[config.mk]
export PLATFORM = sky130hd
export DESIGN_NAME = fetch_unit
export DESIGN_NICKNAME = d
export VERILOG_FILES = /design/src/rtl/cpu_pkg.sv /design/src/rtl/fetch_fifo.sv /design/src/rtl/fetch_unit.sv
export SDC_FILE = /design/constraint.sdc
export NUM_CORES = 1
export LEC_CHECK = 0
export ABC_AREA = 1
export ABC_CLOCK_PERIOD_IN_PS = 3600
export CAP_MARGIN = 20
export CORE_ASPECT_RATIO = 1.25
export CORE_MARGIN = 5
export CORE_UTILIZATION = 54
export DETAILED_ROUTE_END_ITERATION = 10
export GPL_TIMING_DRIVEN = 0
export HOLD_SLACK_MARGIN = 0.12
export PLACE_DENSITY = 0.8
export SYNTH_ARGS = -nofsm -noshare
export SYNTH_HDL_FRONTEND = slang
export SYNTH_SLANG_ARGS = --single-unit
[constraint.sdc]
create_clock -name clk -period 3.6 [get_ports clk]
set_clock_uncertainty 0.2 [all_clocks]
set_input_delay 0.36 -clock clk [delete_from_list [all_inputs] [get_ports clk]]
set_output_delay 0.36 -clock clk [all_outputs]
set_load 0.02 [all_outputs]
[src/rtl/cpu_pkg.sv]
// Shared core-wide types and constants; the fetch stage contributes its buffer entry,
// its FSM states and the canonical NOP encoding.
package cpu_pkg;

    localparam logic [31:0] NOP_INST = 32'h0000_0013;

    typedef struct packed {
        logic [31:0] pc;
        logic [31:0] inst;
    } t_fetch_entry;

    typedef enum logic [1:0] {
        S_BOOT,
        S_RUN,
        S_FLUSH
    } t_fetch_state;

endpackage

[src/rtl/fetch_fifo.sv]
// Small synchronous FIFO used by the fetch stage for both the request pc tags and the
// returned {pc, inst} entries. Flush empties it in one cycle; the head is read combinationally.
module fetch_fifo #(
    parameter int  DEPTH = 2,
    parameter type T     = logic [31:0]
) (
    input  logic                     clk,
    input  logic                     rst_n,
    input  logic                     push,
    input  T                         push_data,
    input  logic                     pop,
    input  logic                     flush,
    output T                         head,
    output logic [$clog2(DEPTH):0]   count,
    output logic                     empty,
    output logic                     full
);

    localparam int AW = $clog2(DEPTH);

    T               mem [DEPTH];
    logic [AW-1:0]  rd_ptr;
    logic [AW-1:0]  wr_ptr;
    logic           do_push;
    logic           do_pop;

    assign empty   = (count == '0);
    assign full    = (count == (AW+1)'(DEPTH));
    assign do_pop  = pop & ~empty;
    // A push into a full FIFO is accepted only when the head leaves in the same cycle.
    assign do_push = push & (~full | do_pop);
    assign head    = mem[rd_ptr];

    always_ff @(posedge clk) begin
        if (!rst_n) begin
            rd_ptr <= '0;
            wr_ptr <= '0;
            count  <= '0;
            for (int i = 0; i < DEPTH; i++) begin
                mem[i] <= '0;
            end
        end else if (flush) begin
            rd_ptr <= '0;
            wr_ptr <= '0;
            count  <= '0;
        end else begin
            if (do_push) begin
                mem[wr_ptr] <= push_data;
                wr_ptr      <= wr_ptr + 1'b1;
            end
            if (do_pop) begin
                rd_ptr <= rd_ptr + 1'b1;
            end
            case ({do_push, do_pop})
                2'b10:   count <= count + 1'b1;
                2'b01:   count <= count - 1'b1;
                default: count <= count;
            endcase
        end
    end

endmodule

[src/rtl/fetch_unit.sv]
// Instruction fetch stage: owns the PC, issues word-aligned memory requests, buffers the
// responses with their PCs and hands them to decode; a redirect flushes and drains stale responses.
module fetch_unit
    import cpu_pkg::*;
#(
    parameter logic [31:0] RESET_PC = 32'h0000_0000,
    parameter int          DEPTH    = 2
) (
    input  logic        clk,
    input  logic        rst_n,
    output logic        imem_req_valid,
    input  logic        imem_req_ready,
    output logic [31:0] imem_req_addr,
    input  logic        imem_rsp_valid,
    input  logic [31:0] imem_rsp_data,
    input  logic        redirect_valid,
    input  logic [31:0] redirect_pc,
    output logic        inst_valid,
    input  logic        inst_ready,
    output logic [31:0] inst,
    output logic [31:0] inst_pc
);

    localparam int CW = $clog2(DEPTH) + 1;

    t_fetch_state  state;
    t_fetch_state  state_next;
    logic [31:0]   fetch_pc;
    logic [31:0]   fetch_pc_next;
    logic [CW-1:0] outstanding;
    logic [CW-1:0] outstanding_next;
    logic [CW-1:0] drop_cnt;
    logic [CW-1:0] drop_cnt_next;
    logic [CW-1:0] count;
    logic [CW-1:0] tag_count;
    logic [CW:0]   in_use;

    logic          req_fire;
    logic          rsp_fire;
    logic          pop;
    logic          redirect;
    logic          push_tag;
    logic          pop_tag;
    logic          push_inst;
    logic          tag_empty;
    logic          tag_full;
    logic          inst_empty;
    logic          inst_full;
    logic [31:0]   tag_head;
    t_fetch_entry  entry_in;
    t_fetch_entry  entry_head;
    logic          unused_status;

    assign redirect         = redirect_valid & (state != S_BOOT);
    assign req_fire         = imem_req_valid & imem_req_ready;
    assign rsp_fire         = imem_rsp_valid;
    assign pop              = inst_valid & inst_ready;
    assign outstanding_next = outstanding + CW'(req_fire) - CW'(rsp_fire);
    assign in_use           = {1'b0, outstanding} + {1'b0, count};

    assign imem_req_addr = fetch_pc;
    assign inst_valid    = ~inst_empty;
    assign inst          = entry_head.inst;
    assign inst_pc       = entry_head.pc;
    assign entry_in.pc   = tag_head;
    assign entry_in.inst = imem_rsp_data;

    assign unused_status = ^{tag_count, tag_full, inst_full, redirect_pc[1:0]};

    always_ff @(posedge clk) begin
        if (!rst_n) begin
            state       <= S_BOOT;
            fetch_pc    <= RESET_PC;
            outstanding <= '0;
            drop_cnt    <= '0;
        end else begin
            state       <= state_next;
            fetch_pc    <= fetch_pc_next;
            outstanding <= outstanding_next;
            drop_cnt    <= drop_cnt_next;
        end
    end

    // Requests are throttled so in-flight plus buffered never exceeds DEPTH, hence no
    // response can ever find the instruction FIFO full.
    always_comb begin
        state_next     = state;
        fetch_pc_next  = fetch_pc;
        drop_cnt_next  = drop_cnt;
        imem_req_valid = 1'b0;
        push_tag       = 1'b0;
        pop_tag        = 1'b0;
        push_inst      = 1'b0;

        case (state)
            S_BOOT: begin
                state_next = S_RUN;
            end
            S_RUN: begin
                imem_req_valid = (in_use < (CW+1)'(DEPTH));
                push_tag       = req_fire;
                pop_tag        = rsp_fire;
                push_inst      = rsp_fire & ~tag_empty;
                if (req_fire) begin
                    fetch_pc_next = fetch_pc + 32'd4;
                end
            end
            S_FLUSH: begin
                drop_cnt_next = drop_cnt - CW'(rsp_fire);
                if ((drop_cnt - CW'(rsp_fire)) == '0) begin
                    state_next = S_RUN;
                end
            end
            default: begin
                state_next = S_BOOT;
            end
        endcase

        // Everything in flight at the redirect, including a request accepted this very
        // cycle, belongs to the old path and must be swallowed before fetching resumes.
        if (redirect) begin
            fetch_pc_next = {redirect_pc[31:2], 2'b00};
            drop_cnt_next = outstanding_next;
            push_tag      = 1'b0;
            pop_tag       = 1'b0;
            push_inst     = 1'b0;
            state_next    = (outstanding_next != '0) ? S_FLUSH : S_RUN;
        end
    end

    fetch_fifo #(
        .DEPTH (DEPTH),
        .T     (logic [31:0])
    ) u_tag_fifo (
        .clk       (clk),
        .rst_n     (rst_n),
        .push      (push_tag),
        .push_data (fetch_pc),
        .pop       (pop_tag),
        .flush     (redirect),
        .head      (tag_head),
        .count     (tag_count),
        .empty     (tag_empty),
        .full      (tag_full)
    );

    fetch_fifo #(
        .DEPTH (DEPTH),
        .T     (t_fetch_entry)
    ) u_inst_fifo (
        .clk       (clk),
        .rst_n     (rst_n),
        .push      (push_inst),
        .push_data (entry_in),
        .pop       (pop),
        .flush     (redirect),
        .head      (entry_head),
        .count     (count),
        .empty     (inst_empty),
        .full      (inst_full)
    );

endmodule

* Word level (Yosys, flattened, before mapping)
Memories as Yosys holds them, arrays and structs flattened. A register that Yosys moved wholly into a read port is not among the register bits.
Index checks and enable logic that the tools add are counted.
** Operators by class
- Add/sub/neg operators :: 13
- $lt $le $gt $ge :: 1
- Equality and inequality tests :: 10
- Mux-type cells :: 37
- Bitwise operators :: 15
- Reduce and logical (&&, ||, !) cells :: 17
** Operators by type and width (count)
- 32-bit two-way mux :: 4
- 64-bit two-way mux :: 1
- 64-bit OR reduction :: 1
- 32-bit by 3-bit adder with 32-bit output (second input constant) :: 1
- 32-bit OR reduction :: 1
- 1-bit two-way mux :: 24
- 2-bit nonzero test :: 7
- 2-bit == test (second input constant) :: 5
- 2-bit two-way mux :: 5
- 1-bit bitwise AND :: 8
- 2-bit logical NOT :: 4
- 2-bit one-hot mux with 2 select lines :: 2
- 2-bit by 1-bit == test with 1-bit output (second input constant) :: 3
- 2-bit one-hot mux with 3 select lines :: 1
- 2-bit AND reduction :: 3
- 1-bit NOT :: 5
- 1-bit adder (second input constant) :: 4
- 2-bit by 1-bit adder with 2-bit output (second input constant) :: 2
- 2-bit by 1-bit subtractor with 2-bit output :: 2
- 2-bit by 1-bit subtractor with 2-bit output (second input constant) :: 2
- 2-bit by 2-bit adder with 3-bit output :: 1
- 3-bit by 2-bit less-than comparator with 1-bit output (second input constant) :: 1
- 3-bit inequality test (second input constant) :: 1
- 2-bit by 1-bit adder with 2-bit output :: 1
- 3 further kinds :: 4
** Storage, ports and cells
- Flip-flop bits (word level) :: 46
- Memory bits (writable) :: 192
- Output and inout port bits :: 98
- Memories :: 2
** Memory list
- u_inst_fifo.mem :: depth 2, width 64, rd ports 1, clocked after memory_dff 1, wr ports 2, line fetch_fifo.sv:21 : T mem [DEPTH];
- u_tag_fifo.mem :: depth 2, width 32, rd ports 1, clocked after memory_dff 1, wr ports 2, line fetch_fifo.sv:21

* Longest topological paths before layout
- Depth after elaboration :: 13
- Mapped depth :: 15

* Modules after synthesis
From an unflattened synthesis, not the netlist that was laid out.
** Unflattened totals
- Cells, all modules :: 1084
- Area, all modules :: 11493.5 µm²
** Modules (own cells, without submodules)
- fetch_fifo at u_inst_fifo :: instances 1, cells each 450, area each 5997.0 µm², seq. area each 3943.8 µm²
- fetch_fifo at u_tag_fifo :: instances 1, cells each 247, area each 3035.4 µm², seq. area each 2021.9 µm²
- fetch_unit :: instances 1, cells each 387, area each 2461.1 µm², seq. area each 720.7 µm²

* Least setup slack after synthesis
OpenSTA, ideal clock, no wires.
- Path type :: register to register
- From :: register u_inst_fifo.count[0]
- To :: memory u_tag_fifo.mem[0][10] in the netlist's numbering (enable)
- Setup time :: 0.387 ns
- Arrival :: 2.662 ns
- Path slack :: 0.350 ns
- Cell stages (with the launch flop) :: 12
- Period minus slack after synthesis :: 3.250 ns
- Cell sequence :: dfxtp_1 -> nand2_1 -> inv_1 -> fa_1 -> nor3_4 -> nand2_2 -> clkinv_2 -> nand2_2 -> nor2_4 -> nand3_4 -> buf_6 -> nand2_1
** RTL lines
- start, declared :: line fetch_fifo.sv:14 : output logic [$clog2(DEPTH):0] count,
- start signal, assigned :: line fetch_fifo.sv:55 : 2'b10: count <= count + 1'b1;
- start signal, assigned :: line fetch_fifo.sv:56 : 2'b01: count <= count - 1'b1;
- start signal, assigned :: line fetch_fifo.sv:57 : default: count <= count;
- end, declared :: line fetch_fifo.sv:21

==> impl_metrics.json <==
{
  "critPathMaxStageDelay_ns": 0.45,
  "worstPathCellList": "nand2_1 > inv_1 > fa_1 > nor3_4 > nand2_2 > clkinv_2 > nand2_2 > nor2_4 > nand3_4 > buf_6 > nand2_1 > buf_16",
  "startpoint": "u_inst_fifo.count[0]",
  "final_cells": 1513,
  "nFillCells": 1511,
  "io_buffers": 160,
  "wl_per_cell_um": 16.2,
  "dieArea_sq_mm": 0.0226,
  "clk_path_buf_depth": 3,
  "yosysUniqueCellTypes": 40,
  "diodes": 0,
  "design_area_sq_mm": 0.0134,
  "worstMarginPinSlew_ns": 0.879,
  "postRouteAntennaNets": 0,
  "powerDensity_mw_per_mm2": 527,
  "slew_violations": 0,
  "synthMuxAreaShare_pct": 9.39,
  "overflow": 0,
  "grt_pass1_vias": 7815,
  "vdd_ir_drop_max_uv": 369,
  "syn-instance-count": 1041,
  "tritoncts": "yes",
  "die_w_um": 136,
  "post_dp_cell_area_sq_mm": 0.0126,
  "fin_util_pct": 69.3,
  "crit_fanout": 20,
  "initial_utilization_pct": 54.8,
  "p_leak_nw": 4.98,
  "die_y_um": 167,
  "viasPerCell": 5.17,
  "clkSinkCount": 230,
  "crit_type": "reg2reg",
  "cap_violations": 0,
  "clock_latency_ns": 0.49,
  "ys.flop_type": "edfxtp_1",
  "period_share_pct": 91.9,
  "status": "finished clean",
  "yosysSeqAreaShare_pct": 60.6,
  "hpwl_mm": 17.4,
  "cts_root_buf": "clkbuf_16",
  "final_common_cell": "nor2_1",
  "synth_top_family_by_area": "simple AND/OR/NAND/NOR gates",
  "drtIter0Drc": 549,
  "cp_top_family": "simple AND/OR/NAND/NOR gates",
  "required_ns": 3.60,
  "numCtsBuffers": 23,
  "synth-async-reset-ratio_pct": 0,
  "arrival_ns": 3.31,
  "syn_avg_cell_area_sq_um": 10.2,
  "clk_pin_slew_ns": 0.06,
  "min_path_type": "in2reg",
  "worst_setup_path_end_kind": "flip-flop",
  "yosysWarnings": 0,
  "hold_violations": 0,
  "synth_edf_count": 184,
  "path_buf_inv": 4,
  "dp_cells": 1471,
  "synth_xor_area_share_pct": 0.577,
  "final-setup-viol-count": 0,
  "drc": 0,
  "relSlewSlack_pct": 41.4,
  "total_power_mw": 7.09,
  "num-nets-final": 1309,
  "synth-seq-cells": 230,
  "synth-simple-area-share_pct": 19.5,
  "vias": 7818,
  "fin_ws_ns": 0.291,
  "grt_usage_pct": 21.3,
  "rsz0062_at_grt": "no",
  "drt_wl_total_mm": 24.6,
  "post-route-min-period_ns": 3.31,
  "detailedPlace.worstSlack_ns": 0.272,
  "area_growth_pct": 26.5,
  "min-delay-start": "redirect_pc[4]",
  "htreeDepth": 1,
  "synth_adder_area_share_pct": 0.894,
  "gp_congestion": 0.890,
  "drive_gt1_share_pct": 12.9,
  "synth-compound-area-share_pct": 3.14,
  "first_pass_iters": 5,
  "fmax_mhz": 302,
  "synth.cell_area_sq_mm": 0.0106,
  "rows": 57,
  "grt_pass1_wl_mm": 38.9,
  "grt_max_degree": 63,
  "antenna_found_initial": 0,
  "core_area_sq_mm": 0.0194,
  "reg2reg_from": "u_inst_fifo.count[0]",
  "ios": 168,
  "layout_common_cells": "nor2_1 (270), edfxtp_1 (184), clkdlybuf4s50_1 (160)",
  "start_kind": "flip-flop",
  "cp_slowest_cell": "fa_1"
}
[synthesized netlist by cell type (all sizes together), types with 2 or more instances]
cell,count,area [sq um]
o2111ai,2,17.5
nor3,6,41.3
ha,6,75.1
clkbuf,20,76.3
edfxtp,184,5530
xor2,6,52.6
a21oi,29,145
buf,29,191
or2,5,31.3
o211ai,4,30.0
nand3b,2,15.0
nand2,158,608
dfxtp,46,921
o21ai,18,90.1
mux2i,30,300
nor2,276,1060
mux2,62,698
nor3b,2,15.0
nand3,46,260
nand4,6,37.5
a31oi,5,31.3
inv,92,345
[routing by layer]
| metal | up-vias | wire length (um) | track usage (%) |
|---|---|---|---|
| li1 | 3845 | - | - |
| met5 | - | 0 | 0 |
| met3 | 35 | 1550 | 3.11 |
| met2 | 265 | 12700 | 38.8 |
| met1 | 3673 | 9720 | 26.3 |
| met4 | 0 | 586 | 5.74 |
[through the flow]
step	hold WS (ns)	TNS [ns]
after floorplan	0.236	0
after global placement	0.255	-139.38
after detailed placement	0.261	0
after CTS	0.236	0
after global routing	0.262	0
final	0.248	0
[registers in the layout (all words and copies together), names as in the netlist, 2 cells and up, named ones only]
name,flops
u_inst_fifo.mem,124
u_tag_fifo.mem,60
imem_req_addr,30
drop_cnt,2
outstanding,2
state,2
u_inst_fifo.count,2
u_tag_fifo.count,2
[worst register-to-register path: cells and delay by family (launching register included)]
family | cells | cell delay [ns]
DFF | 1 | 0.43
buffers and inverters | 4 | 0.66
adders and majority gates | 1 | 0.45
and+or+nand+nor | 7 | 1.26
[repair_timing]
action | CTS | global route
setup buffers | 0 | 0
endpoints found under the hold margin | 2 | 0
hold buffers | 1 | 0
gates resized for setup | 0 | 0
[where the power goes]
part           internal (mW)  switching [mW]
registers               3.07           0.166
logic                  0.541           0.842
clock network           1.50           0.974
[final cells by class]
type / count / area [sq um] / area share [%]
inverter: 93 / 350 / 2.61
clock inverter: 15 / 184 / 1.37
timing repair buffer: 163 / 1670 / 12.4
buffer: 49 / 268 / 1.99
tap: 265 / 332 / 2.47
multi-input combinational: 672 / 3590 / 26.7
sequential: 230 / 6450 / 47.9
clock buffer: 26 / 607 / 4.51
[cell families after synthesis]
logic type / count (synthesis)
compound gates: 60
simple gates: 502
buf+inv: 142
xor+xnor: 7
flops: 230
other cells: 1
fa+ha+maj: 7
mux: 92
[path summary, 6_finish.rpt]
kind                      endpoint  slack, ns  depth (start not counted)
max          u_tag_fifo.mem[0][11]       0.29                         12
min               imem_req_addr[4]       0.25                          3
max reg2reg  u_tag_fifo.mem[0][11]       0.29                         12
min reg2reg    u_tag_fifo.count[1]       0.27                          1
Note: power is estimated with default switching activity, not from simulation.
